`config.mk`:
```
export PLATFORM = sky130hd
export DESIGN_NAME = updown_bounce_ctrl
export DESIGN_NICKNAME = d
export VERILOG_FILES = /design/src/rtl/updown_pkg.sv /design/src/rtl/sat_counter.sv /design/src/rtl/updown_bounce_ctrl.sv
export SDC_FILE = /design/constraint.sdc
export NUM_CORES = 1
export LEC_CHECK = 0
export CORE_MARGIN = 2
export CORE_UTILIZATION = 35
export CTS_BUF_LIST = sky130_fd_sc_hd__clkbuf_8
export CTS_CLUSTER_DIAMETER = 80
export DETAILED_ROUTE_END_ITERATION = 6
export DONT_BUFFER_PORTS = 1
export PLACE_DENSITY = 0.49
export SLEW_MARGIN = 20
export SYNTH_ARGS = -nofsm -noshare
export SYNTH_HDL_FRONTEND = slang
export SYNTH_SLANG_ARGS = --single-unit
```
`constraint.sdc`:
```
create_clock -name clk -period 2.4 [get_ports clk]
set_clock_uncertainty 0.15 [all_clocks]
set_input_delay 0.48 -clock clk [delete_from_list [all_inputs] [get_ports clk]]
set_output_delay 0.48 -clock clk [all_outputs]
set_load 0.1 [all_outputs]
```
`src/rtl/updown_pkg.sv`:
```
// Shared definitions for the bounce controller and the 4-bit up/down counter it steers.
// Keeps the state encoding and direction levels in one place.
package updown_pkg;

  localparam int CNT_W = 4;

  localparam logic DIR_UP = 1'b1;
  localparam logic DIR_DN = 1'b0;

  typedef enum logic [1:0] {
    IDLE  = 2'd0,
    ALIGN = 2'd1,
    UP    = 2'd2,
    DOWN  = 2'd3
  } state_e;

  // Integer compare keeps the degenerate LO=0 / HI=15 cases free of constant-compare noise.
  function automatic logic in_range(input logic [CNT_W-1:0] v, input int lo, input int hi);
    return (int'(v) >= lo) && (int'(v) <= hi);
  endfunction

endpackage

```
`src/rtl/sat_counter.sv`:
```
// BW-bit event counter: increments on inc_i, sticks at all-ones, synchronous zero on clr_i.
// Asynchronous active-low reset to zero.
module sat_counter #(
  parameter int BW = 8
) (
  input  logic          clk_i,
  input  logic          rst_ni,
  input  logic          clr_i,
  input  logic          inc_i,
  output logic [BW-1:0] cnt_o
);

  logic [BW-1:0] cnt_q, cnt_d;

  // Clear wins over increment so a restart never inherits a pending count.
  always_comb begin
    cnt_d = cnt_q;
    if (clr_i) begin
      cnt_d = '0;
    end else if (inc_i && (cnt_q != '1)) begin
      cnt_d = cnt_q + BW'(1);
    end
  end

  always_ff @(posedge clk_i or negedge rst_ni) begin
    if (!rst_ni) begin
      cnt_q <= '0;
    end else begin
      cnt_q <= cnt_d;
    end
  end

  assign cnt_o = cnt_q;

endmodule

```
`src/rtl/updown_bounce_ctrl.sv`:
```
// Closed-loop direction controller: steers an up/down counter so its count ping-pongs
// between LO and HI, counts reversals and flags loss of tracking.
module updown_bounce_ctrl
  import updown_pkg::*;
#(
  parameter int LO = 2,
  parameter int HI = 6,
  parameter int BW = 8
) (
  input  logic             clk,
  input  logic             rst,
  input  logic             en,
  input  logic [CNT_W-1:0] count_in,
  output logic             cntrl,
  output logic             clr,
  output logic             turn,
  output logic [BW-1:0]    bounces,
  output logic             err
);

  if ((LO < 0) || (HI > 15) || ((HI - LO) < 2)) begin : g_bad_bounds
    $error("updown_bounce_ctrl: bounds must satisfy 0 <= LO, LO+2 <= HI <= 15");
  end

  // Reversal is decided one count early because the counter moves on the same edge.
  localparam logic [CNT_W-1:0] LO_C       = CNT_W'(LO);
  localparam logic [CNT_W-1:0] TURN_DN_AT = CNT_W'(HI - 1);
  localparam logic [CNT_W-1:0] TURN_UP_AT = CNT_W'(LO + 1);

  state_e state_q, state_d;
  logic   cntrl_q, cntrl_d;
  logic   clr_q,   clr_d;
  logic   turn_q,  turn_d;
  logic   err_q,   err_d;
  logic   bnc_clr, bnc_inc;

  always_comb begin
    state_d = state_q;
    cntrl_d = cntrl_q;
    clr_d   = clr_q;
    turn_d  = 1'b0;
    err_d   = err_q;
    bnc_clr = 1'b0;
    bnc_inc = 1'b0;

    case (state_q)
      IDLE: begin
        clr_d   = 1'b1;
        cntrl_d = DIR_UP;
        if (en) begin
          state_d = ALIGN;
          clr_d   = 1'b0;
          err_d   = 1'b0;
          bnc_clr = 1'b1;
        end
      end

      default: begin
        if (!en) begin
          state_d = IDLE;
          clr_d   = 1'b1;
          cntrl_d = DIR_UP;
        end else if (state_q == ALIGN) begin
          if (count_in == LO_C) begin
            state_d = UP;
          end
        end else if (!in_range(count_in, LO, HI)) begin
          // Counter escaped the window: park it cleared and latch the fault.
          state_d = IDLE;
          err_d   = 1'b1;
          clr_d   = 1'b1;
          cntrl_d = DIR_UP;
        end else if ((state_q == UP) && (count_in == TURN_DN_AT)) begin
          state_d = DOWN;
          cntrl_d = DIR_DN;
          turn_d  = 1'b1;
          bnc_inc = 1'b1;
        end else if ((state_q == DOWN) && (count_in == TURN_UP_AT)) begin
          state_d = UP;
          cntrl_d = DIR_UP;
          turn_d  = 1'b1;
          bnc_inc = 1'b1;
        end
      end
    endcase
  end

  always_ff @(posedge clk or negedge rst) begin
    if (!rst) begin
      state_q <= IDLE;
      cntrl_q <= DIR_UP;
      clr_q   <= 1'b1;
      turn_q  <= 1'b0;
      err_q   <= 1'b0;
    end else begin
      state_q <= state_d;
      cntrl_q <= cntrl_d;
      clr_q   <= clr_d;
      turn_q  <= turn_d;
      err_q   <= err_d;
    end
  end

  sat_counter #(
    .BW(BW)
  ) u_bounces (
    .clk_i (clk),
    .rst_ni(rst),
    .clr_i (bnc_clr),
    .inc_i (bnc_inc),
    .cnt_o (bounces)
  );

  assign cntrl = cntrl_q;
  assign clr   = clr_q;
  assign turn  = turn_q;
  assign err   = err_q;

endmodule

```
==> metrics.md <==
| Metric | Value |
|---|---|
| Status | finished, final reports clean |
| Setup violations, final | 0 |
| Core Area | 0.00219 sq mm |
| Distinct cells, synth | 35 |
| Syn nets | 95 |
| Relative slew slack | 55.3% |
| Asr flop ratio synth | 100% |
| CP Cell Sequence | buf_4 -> nand3_1 -> or3_1 -> or4_1 -> a21oi_1 |
| Dpl hpwl | 1290 microns |
| Final nets | 107 |
| CP Class | reg -> reg |
| Kind of end point of the critical path | register |
| Clock buffer depth | 2 |
| Unrepaired setup endpoints after global routing | no |
| Vias in the first global route | 679 |
| CTS Sinks | 14 |
| Clock Latency Late Sink | 0.24 ns |
| Drt first pass iters | 4 |
| CP required | 2.42 ns |
| Total gr overflow | 0 |
| CTS clk-pin slew, worst paths | 0.06 ns |
| Total Wirelength | 1810 microns |
| Detailed-route wire length per cell | 14.4 microns |
| EDFF count, synth | 0 |
| Hold Path Class | in -> reg |
| Syn Std Cell Area | 805 sq um |
| Cell Rows | 17 |
| Ys Warns | 0 |
| Diode count | 0 |
| Gr usage total | 15.4% |
| Root Driver | clkbuf_8 |
| TritonCTS Buffers | 3 |
| Gp weighted congestion | 0.808 |
| Number of port buffers | 0 |
| Max Slew Vio Count | 0 |
| Area share of the largest cell type after synthesis | 37.3% |
| DRC viols | 0 |
| H-tree Lvls | 1 |
| Die area | 0.00270 sq mm |
| First-pass GRT wire length | 3090 microns |
| Antenna violations before repair | 0 |
| Io pins | 19 |
| Most numerous cell in the Yosys netlist | dfrtp_1 |
| Leakage | 0.394 nW |
| Area grow syn2layout | 20.1% |
| Synthesis-stage register bit count | 14 |
| Synth area leader | dfrtp_1 |
| Synthesized area per cell | 9.25 sq um |
| Max_cap viols | 0 |
| Hold Slack | 0.150 ns |
| Top cells by count, synth | dfrtp_1, a21oi_1, nor3_1, o31ai_1 |
| PostCTS Resize Cnt | 0 |
| Delay-heaviest family, CP | simple AND/OR/NAND/NOR gates |
| CP Data Arrival Time | 1.96 ns |
| Fill cells | 220 |
| Largest cells by area after synthesis | dfrtp_1, dfstp_2, o31ai_1 |
| Crit-path slowest cell | or4_1 |
| CTS tree | built |
| Initial core utilization | 36.7% |
| Max VDD drop | 0.255 mV |
| Register area share after synthesis | 43.9% |
| Buffers & Inverters on Critical Path | 1 |
| Startpoint types | register |
| Post-Synthesis Cells | 87 |
| Min Tclk post-route | 1.94 ns |
| Period utilisation layout | 81.0% |
| Fin. Hold Viols | 0 |
| Share of post-route cells with drive strength above 1 | 20.4% |
| Initial drt markers | 14 |
| Setup TNS | 0 ns |
| Die Wd | 51.9 microns |
| Main synth FF type | dfrtp_1 |
| Final ANT Viol Nets | 0 |
| Crit Path Max Fanout | 5 |
| Via/cell ratio | 5.65 |
| Worst slew pin tran | 0.668 ns |
| Achievable Freq | 515 MHz |
| Slowest Stage Delay on Critical Path | 0.40 ns |
| Die height | 51.9 microns |
| DR vias | 712 |
| Largest net degree at the start of global routing | 16 |
| P per Cell Area | 537 mW/mm^2 |
-- timing repair --
| item | CTS | global route |
|---|---|---|
| hold endpoints to repair | 14 | 0 |
| buffers inserted | 0 | 0 |
| hold buffers | 1 | 0 |
| endpoints found under the setup margin | 0 | 0 |
-- through the flow --
stage	total power, mW	worst slack [ns]	utilization, %	area, sq um	instances
2_1_floorplan	0.280	0.0188	-	805	87
3_3_place_gp	0.284	0.351	40.9	896	121
3_5_place_dp	0.285	0.278	40.9	896	121
4_1_cts	0.524	0.270	43.9	961	126
5_1_grt	0.543	0.343	44.1	966	126
6_report	0.519	0.457	44.1	966	126
-- cells in the final DEF, fill, tap and decap left out, types with 2 or more instances in the layout --
master	n
nand3_1	4
nor3_1	5
nor2_1	4
dfrtp_1	12
or4_1	3
dfstp_2	2
o21ai_0	5
clkbuf_8	4
o211ai_1	2
mux2i_1	2
nand2_1	5
o31ai_1	6
buf_4	10
a21oi_1	6
nand2b_1	2
inv_1	5
-- worst reg2reg max path: stages, from the launching register on --
cell and delay, ns:
dfrtp_1 0.34, buf_4 0.31, nand3_1 0.17, or3_1 0.34, or4_1 0.40, a21oi_1 0.15
-- worst paths after layout --
kind / depth (start not counted) / slack, ns / end / start
worst max-delay path: 5 / 0.46 / u_bounces.cnt_o[7] / u_bounces.cnt_o[0]
worst min-delay path: 1 / 0.15 / state_q[1] / count_in[3]
worst max register to register: 5 / 0.46 / u_bounces.cnt_o[7] / u_bounces.cnt_o[0]
worst min register to register: 2 / 0.37 / err / err
max in group asynchronous: 1 / 1.11 / state_q[1] / rst
min in group asynchronous: 1 / 0.56 / u_bounces.cnt_o[4] / rst
-- metal layers --
metal  vias to the layer above  part of all wire (%)  routed length (microns)  track usage [%]
met5                         -                     0                        0                0
met4                         0                  0.50                        9             7.02
met3                         2                   4.6                       83             3.45
met2                        13                    47                      852             22.6
met1                       346                    48                      867             21.4
li1                        351                     -                        -                -
-- area by class of cell --
type,count,area (sq um),share of cell area (%)
multi-input combinational,64,419,43.4
inverter,5,18.8,1.94
clock buffer,4,55.1,5.70
sequential,14,353,36.5
timing repair buffer,11,85.1,8.81
tap,28,35.0,3.63
-- cell families (layout without fill, tap and decap cells) --
kind of cell             Yosys count  in the layout  synth area share, %
AND/OR/NAND/NOR                   35             35                 25.7
AO/OA/AOI/OAI                     26             26                 21.8
buffers and inverters              9             20                 4.66
adder cells (fa/ha/maj)            1              1                 1.55
multiplexers                       2              2                 2.49
flip-flops                        14             14                 43.9
-- state kept, by name (all words and copies together), names as in the netlist --
name             count
clr                  1
cntrl                1
err                  1
state_q              2
turn                 1
u_bounces.cnt_o      8
-- where the power goes --
part	switching (mW)	internal, mW
sequential	0.0158	0.241
combinational	0.0189	0.0110
clock	0.0869	0.145
Power figures use the tool's default switching activity.
